**config.mk**
```make
export PLATFORM = sky130hd
export DESIGN_NAME = stack_unit
export DESIGN_NICKNAME = d
export VERILOG_FILES = /design/src/rtl/stack_pkg.sv /design/src/rtl/stack_ram.sv /design/src/rtl/stack_unit.sv
export SDC_FILE = /design/constraint.sdc
export NUM_CORES = 1
export LEC_CHECK = 0
export CORE_MARGIN = 8
export CORE_UTILIZATION = 58
export DETAILED_ROUTE_END_ITERATION = 10
export PLACE_DENSITY = 0.9
export SYNTH_ARGS = -nofsm -noshare
export SYNTH_HDL_FRONTEND = slang
export SYNTH_SLANG_ARGS = --single-unit
```
**constraint.sdc**
```tcl
create_clock -name clk -period 5.1 [get_ports clk]
set_input_delay 0.765 -clock clk [delete_from_list [all_inputs] [get_ports clk]]
set_output_delay 0.765 -clock clk [all_outputs]
set_load 0.01 [all_outputs]
```
**src/rtl/stack_pkg.sv**
```systemverilog
// Shared constants, command encoding and priority decode for the operand stack.
// Bounds checking is enabled by defining STACK_BOUNDS_CHECK_EN.
package stack_pkg;
    localparam int STACK_DATA_W = 8;
    localparam int STACK_DEPTH  = 16;

    typedef enum logic [2:0] {
        CMD_NONE,
        CMD_TOS,
        CMD_POP,
        CMD_PUSH,
        CMD_REPLACE
    } stack_cmd_e;

    // push outranks pop, pop outranks tos; push+pop collapses into replace-top
    function automatic stack_cmd_e stack_decode(input logic tos, input logic pop, input logic push);
        if (push && pop) return CMD_REPLACE;
        if (push)        return CMD_PUSH;
        if (pop)         return CMD_POP;
        if (tos)         return CMD_TOS;
        return CMD_NONE;
    endfunction
endpackage

```
**src/rtl/stack_ram.sv**
```systemverilog
// Stack storage: synchronous write, asynchronous read at an arbitrary index.
module stack_ram
    import stack_pkg::*;
#(
    parameter int DATA_W = STACK_DATA_W,
    parameter int DEPTH  = STACK_DEPTH
) (
    input  logic                     clk,
    input  logic                     we_i,
    input  logic [$clog2(DEPTH)-1:0] wr_idx_i,
    input  logic [DATA_W-1:0]        wr_data_i,
    input  logic [$clog2(DEPTH)-1:0] rd_idx_i,
    output logic [DATA_W-1:0]        rd_data_o
);
    logic [DATA_W-1:0] mem_q [DEPTH];

    always_ff @(posedge clk) begin
        if (we_i) mem_q[wr_idx_i] <= wr_data_i;
    end

    assign rd_data_o = mem_q[rd_idx_i];
endmodule

```
**src/rtl/stack_unit.sv**
```systemverilog
// Operand stack for the multicycle stack CPU: pointer, flags and registered top-of-stack.
// Define STACK_BOUNDS_CHECK_EN to block overflow/underflow and raise a sticky err.
module stack_unit
    import stack_pkg::*;
#(
    parameter int DATA_W = STACK_DATA_W,
    parameter int DEPTH  = STACK_DEPTH
) (
    input  logic              clk,
    input  logic              rst,
    input  logic              tos,
    input  logic              pop,
    input  logic              push,
    input  logic              MtoS,
    input  logic [DATA_W-1:0] mem_data,
    input  logic [DATA_W-1:0] alu_res,
    output logic [DATA_W-1:0] dout,
    output logic              full,
    output logic              empty,
    output logic              err
);
    localparam int AW = $clog2(DEPTH);
    localparam logic [AW:0] SP_FULL = (AW+1)'(DEPTH);
    localparam logic [AW:0] SP_ONE  = (AW+1)'(1);

    logic [AW:0]       sp_q, sp_d, sp_inc, sp_dec;
    logic [DATA_W-1:0] dout_q, dout_d, din, top;
    logic [AW-1:0]     top_idx, wr_idx;
    logic              we, push_like;
    stack_cmd_e        cmd;

    assign din     = MtoS ? mem_data : alu_res;
    assign cmd     = stack_decode(tos, pop, push);
    assign sp_inc  = sp_q + SP_ONE;
    assign sp_dec  = sp_q - SP_ONE;
    // sp-1 truncated to the address width: an empty stack reads entry DEPTH-1
    assign top_idx = sp_dec[AW-1:0];
    assign full    = (sp_q == SP_FULL);
    assign empty   = (sp_q == '0);

    // replace-top on an empty stack has nothing to replace
    assign push_like = (cmd == CMD_PUSH) || (cmd == CMD_REPLACE && empty);

`ifdef STACK_BOUNDS_CHECK_EN
    logic err_q, err_d;
`endif

    always_comb begin
        sp_d   = sp_q;
        dout_d = dout_q;
        we     = 1'b0;
        wr_idx = sp_q[AW-1:0];
`ifdef STACK_BOUNDS_CHECK_EN
        err_d  = err_q;
`endif
        if (cmd == CMD_REPLACE && !empty) begin
            we     = 1'b1;
            wr_idx = top_idx;
            dout_d = top;
        end else if (push_like) begin
`ifdef STACK_BOUNDS_CHECK_EN
            if (full) begin
                err_d = 1'b1;
            end else begin
                we   = 1'b1;
                sp_d = sp_inc;
            end
`else
            we   = 1'b1;
            sp_d = full ? '0 : sp_inc;
`endif
        end else if (cmd == CMD_POP || cmd == CMD_TOS) begin
`ifdef STACK_BOUNDS_CHECK_EN
            if (empty) begin
                err_d = 1'b1;
            end else begin
                dout_d = top;
                if (cmd == CMD_POP) sp_d = sp_dec;
            end
`else
            dout_d = top;
            if (cmd == CMD_POP) sp_d = empty ? SP_FULL : sp_dec;
`endif
        end
    end

    always_ff @(posedge clk) begin
        if (!rst) begin
            sp_q   <= '0;
            dout_q <= '0;
        end else begin
            sp_q   <= sp_d;
            dout_q <= dout_d;
        end
    end

`ifdef STACK_BOUNDS_CHECK_EN
    always_ff @(posedge clk) begin
        if (!rst) err_q <= 1'b0;
        else      err_q <= err_d;
    end
    assign err = err_q;
`else
    assign err = 1'b0;
`endif

    // reset wins over a same-cycle push, so the write is gated too
    stack_ram #(.DATA_W(DATA_W), .DEPTH(DEPTH)) u_ram (
        .clk       (clk),
        .we_i      (we & rst),
        .wr_idx_i  (wr_idx),
        .wr_data_i (din),
        .rd_idx_i  (top_idx),
        .rd_data_o (top)
    );

    assign dout = dout_q;
endmodule

```
After elaboration in Yosys (flattened, before gate mapping)
Memories as Yosys holds them, arrays and structs flattened.
Index checks and enable logic that the tools add are counted.
{ "classes": {"multipliers": 0, "magnitude_cmp": 0, "n_mux": 32, "n_shift": 0, "div_mod_pow": 0, "bitwise": 2, "eq_ne": 6, "n_reduce_logical": 12, "n_addsub": 2} }
{ "ops": {"columns": ["cell", "n"], "rows": [
  ["$mux W8", 4],
  ["$mux W5", 5],
  ["$mux W3", 8],
  ["$mux W1", 14],
  ["$eq A3 B2 Y1 const B", 2],
  ["$reduce_bool A2 Y1", 3],
  ["$add A5 B1 Y5 const B", 1],
  ["$eq A5 B5 Y1 const B", 1],
  ["$logic_not A5 Y1", 1],
  ["$sub A5 B1 Y5 const B", 1],
  ["$mux W4", 1],
  ["$eq A3 B1 Y1 const B", 1],
  ["$eq A3 B3 Y1 const B", 1],
  ["$logic_and A1 B1 Y1", 3],
  ["$reduce_and A3 Y1", 1],
  ["$logic_or A1 B1 Y1", 2],
  ["$ne A2 B1 Y1 const B", 1],
  ["$reduce_and A2 Y1", 1],
  ["$and A1 B1 Y1", 1],
  ["$logic_not A1 Y1", 1],
  ["$not A1 Y1", 1]
]} }
{ "word_totals": {"n_memories": 1, "ramBits": 128, "word_cells": 57, "regBits": 13, "inputBits": 22, "latchBits": 0, "output_inout_bits": 11, "rom_bits": 0} }
{ "memory_table": {"columns": ["memory", "words", "word_bits", "read_ports", "rd_ports_with_merged_regs", "wr", "line_no", "text"], "rows": [
  ["u_ram.mem_q", 16, 8, 1, 0, 1, "stack_ram.sv:15", "logic [DATA_W-1:0] mem_q [DEPTH];"]
]} }

Logic depth before layout (Yosys ltp)
{ "logic_depth": {"ltp_word": 20, "ltp_mapped": 13, "mapped_depth_nobuf": 8} }

Hierarchy
Synthesis repeated with hierarchy kept, for this count alone.
{ "unflattened": {"cells_unflattened": 358, "hier_area_um2": 6099.6} }
{ "by_module_without_submodules": {"columns": ["module", "area_each_um2", "cells_per_inst", "seq_area_each_um2", "instances"], "rows": [
  ["stack_ram", 4987.3, 221, 3843.7, 1],
  ["stack_unit", 1112.3, 137, 260.2, 1]
]} }

Worst setup path after synthesis
No wires, ideal clock.
{ "synth_path": {"path_kind": "register to register", "from": "register sp_q[0]", "to": "memory u_ram.mem_q[0][0] (netlist bit), enable pin", "required_time_ns": 4.730, "slack_ns": 1.880, "stages_incl_launch_ff": 14, "setup_time_ns": 0.370, "synth_period_minus_slack_ns": 3.220, "n_path_buf": 6, "arrival_ns": 2.850, "cell_sequence": "dfxtp_1 -> buf_2 -> buf_2 -> clkbuf_1 -> inv_1 -> ha_1 -> buf_2 -> or4b_1 -> buf_2 -> and2_4 -> buf_6 -> nor3_1 -> a31oi_1 -> nor2_1"} }
{ "synth_via": {"elab_chain_cells": 8, "word_cells_on_any_way": 12, "cone_classes": "add/sub (1); mux (5); bitwise (1); reduce/logical (5)"} }
{ "synth_lines": {"columns": ["item", "line_no", "text"], "rows": [
  ["from (decl)", "stack_unit.sv:26", "logic [AW:0] sp_q, sp_d, sp_inc, sp_dec;"],
  ["from (signal assigned)", "stack_unit.sv:92", "sp_q <= sp_d;"],
  ["$logic_not A5 Y1", "stack_unit.sv:39", "assign empty = (sp_q == '0);"],
  ["$logic_and A1 B1 Y1", "stack_unit.sv:42", "assign push_like = (cmd == CMD_PUSH) || (cmd == CMD_REPLACE && empty);"],
  ["$logic_or A1 B1 Y1", "stack_unit.sv:42", null],
  ["$mux W1", "stack_unit.sv:60", "end else if (push_like) begin"],
  ["$mux W1", "stack_unit.sv:56", "if (cmd == CMD_REPLACE && !empty) begin"],
  ["$and A1 B1 Y1", "stack_unit.sv:110", ".we_i (we & rst),"],
  ["$mux W1", "stack_ram.sv:18", "if (we_i) mem_q[wr_idx_i] <= wr_data_i;"],
  ["$mux W1 (implied by the code)", "stack_ram.sv:18", null],
  ["to (decl)", "stack_ram.sv:15", null]
]} }
Several ways; a longest one is shown, not always the timed one.

Worst setup path in the final report
{ "layout_path": {"from": "register sp_q[1]", "to": "output empty"} }
{ "layout_via": {"elab_chain_cells": 1} }
{ "layout_lines": {"columns": ["item", "line_no", "text"], "rows": [
  ["$logic_not A5 Y1", "stack_unit.sv:39", null],
  ["to (decl)", "stack_unit.sv:19", "output logic empty,"]
]} }
No other way between the ends.

==> flow_summary_export.csv <==
group,metric,value,unit
run_status,status,"finished, final reports clean",
global_routing,track_usage,20.6,%
timing,setup_ws,1.48,ns
min_path,hold_class,"flop to flop",
timing,fin_crit_sh,70.9,%
final_layout,syn_to_final_growth,15.9,%
floorplanning,die_width,118,µm
final_layout,final_common_cell,"edfxtp_1",
clock_network,post_cts_buffers,0,
global_routing,antenna_found_initial,0,
timing,max_freq,276,MHz
synthesis,ys_seq_area_share,68.3,%
setup_path,worstPathMaxFanout,10,
timing,rsz0062_at_grt,"false",
pwr,pwr-share-comb,21.5,%
pwr,p_leak,2.31,nW
synthesis,ys.warnings.count,0,
final_layout,diodes,0,
global_routing,grt_max_degree,44,
timing,finClkSkew,0.0164,ns
pwr,p_total,3.25,mW
floorplanning,ios,33,
clock_network,holdBufCountCts,0,
drt,via_count,3589,
synthesis,synth_area,6010,µm²
place,dp_hpwl,8630,µm
clock_network,insertion_delay,0.54,ns
timing,finalSetupTns,0,ns
clock_network,cts.sinks,141,
pwr,switching_power,969,µW
pwr,peakVddDrop,0.306,mV
global_routing,grt_pass1_wl,21400,µm
clock_network,htree_levels,4,
final_layout,fin_area,6970,µm²
drt,routed_wl,13700,µm
setup_path,crit_required,4.34,ns
pwr,intPower,2.28,mW
job,drv_cap,0,
place,place_ws,1.58,ns
place,gp_congestion,0.890,
timing,setup_viol,0,
timing,hold_viol,0,
synthesis,synthesis.instances,372,
synthesis,synth-seq-cells,141,
clock_network,clk_path_buf_depth,2,
floorplanning,initial_core_util,59.0,%
setup_path,crit_path_start_kind,"flop",
timing,hold_ws,0.480,ns
clock_network,cts_root_buf,"clkbuf_8",
setup_path,crit_path_end_kind,"output pin",
floorplanning,die_area,13900,µm²
pwr,p_sw_share,29.8,%
final_layout,fin_nets,429,
drt,vias_per_cell,6.51,
clock_network,cts_made_buffers,17,
pwr,p_per_area,467,nW/µm²
pwr,sequentialPowerShare,42.1,%
clock_network,cts.clk_slew.worst_paths,0.06,ns
floorplanning,fp-row-count,37,
timing,period_needed,3.62,ns
drt,ant_nets,0,
synthesis,syn-num-nets,399,
floorplanning,coreArea,10200,µm²
final_layout,stdcell_count,551,
pwr,clkPwrFrac,36.4,%
setup_path,crit_arrival,2.85,ns
global_routing,grt_pass1_vias,3709,
drt,drt_iter0_markers,440,
global_routing,grt.overflow.total,0,
place,numPortBuffers,31,
floorplanning,die_h,118,µm
place,dpl-instance-area,6400,µm²
drt,avgRoutedWirePerCell,24.8,µm
setup_path,r2r_setup_slack,1.73,ns
timing,tightest_slew,1.31,ns
synthesis,synth_cell_types,48,
final_layout,layout_common_cells,"edfxtp_1, nand2_1, mux4_2",
drt,drtPass1Iterations,5,
final_layout,fin_util,68.4,%
timing,slew_headroom,12.3,%
setup_path,critical_path_class,"flop to output pin",
synthesis,synth.avg_cell_area,16.2,µm²
timing,slew_viol_final,0,
final_layout,drive_above_1_share,20.0,%
clock_network,cts-resized-gates,0,
drt,drc,0,
place,placedCellCount,519,
clock_network,cts_tree,"done",
## layout make-up
cell class,instances,area [µm²]
fill,647,3210
clock buffer,17,414
tap,136,170
clock inverter,15,158
inverter,10,37.5
sequential,141,4110
multi-input combinational,199,1760
timing repair buffer,33,325
## worst max-delay path, cell delays in order, from the launching register on
cell and delay (ns):
dfxtp_1 0.42, inv_1 0.19, ha_1 0.40, or4b_1 0.63, inv_1 0.13, clkdlybuf4s50_1 0.54
## cell usage after synthesis, drive strengths merged
master	number	area [µm²]
mux2	9	101
and3	2	12.5
o31ai	1	7.51
dfxtp	13	260
a2111oi	1	15.0
nand3	2	10.0
nor2	18	67.6
o21ai	8	40.0
nand4b	1	8.76
a32oi	2	17.5
nor2b	2	12.5
nor4bb	1	10.0
a21o	1	7.51
a22o	1	8.76
xor2	2	17.5
buf	11	68.8
a22oi	1	7.51
a211o	8	70.1
nand2b	3	18.8
clkbuf	11	41.3
o211ai	4	57.6
nor3b	1	7.51
inv	10	37.5
a311oi	1	8.76
xnor2	2	17.5
nor4	1	6.26
conb	1	3.75
nor3	10	61.3
and4	1	8.76
a21oi	26	134
ha	5	62.6
a21bo	1	10.0
or4b	1	10.0
edfxtp	128	3840
mux4	32	721
nand2	40	150
and2	2	15.0
or3	1	6.26
a31oi	6	37.5
mux2i	1	10.0
## layer usage
metal / up-vias / GRT usage [%] / share of wire (%)
li1: 1523 / - / -
met1: 1758 / 26.0 / 39
met2: 270 / 31.5 / 48
met3: 38 / 6.24 / 10
met4: 0 / 11.0 / 3.1
met5: - / 0 / 0
## power groups by stage
stage,Clock (mW),Sequential [mW],Combinational [mW]
after floorplan,0,1.38,0.484
after global placement,0,1.39,0.656
after detailed placement,0,1.39,0.682
after CTS,1.19,1.37,0.696
after global routing,1.24,1.37,0.746
final,1.18,1.37,0.698
## flip-flops by register name, indices dropped and copies added (netlist names)
signal / cells
u_ram.mem_q: 128
sp_q: 5
dout: 8
## logic make-up (layout without fill, tap and decap cells)
logic type | after synthesis | count (layout) | synth area share [%]
AO/OA/AOI/OAI | 61 | 61 | 7.01
flip-flops | 141 | 141 | 68.3
buffers and inverters | 32 | 75 | 2.46
adder cells (fa/ha/maj) | 5 | 5 | 1.04
XOR/XNOR | 4 | 4 | 0.583
other | 1 | 1 | 0.0624
AND/OR/NAND/NOR | 86 | 86 | 6.74
multiplexers | 42 | 42 | 13.8
## worst paths after layout
check | startpoint | endpoint | cells after the start
worst max-delay path | sp_q[1] | empty | 5
worst min register to register | dout[4] | dout[4] | 1
worst min-delay path | dout[4] | dout[4] | 1
worst max register to register | sp_q[1] | u_ram.mem_q[0][3] | 7
Power figures use the tool's default switching activity.
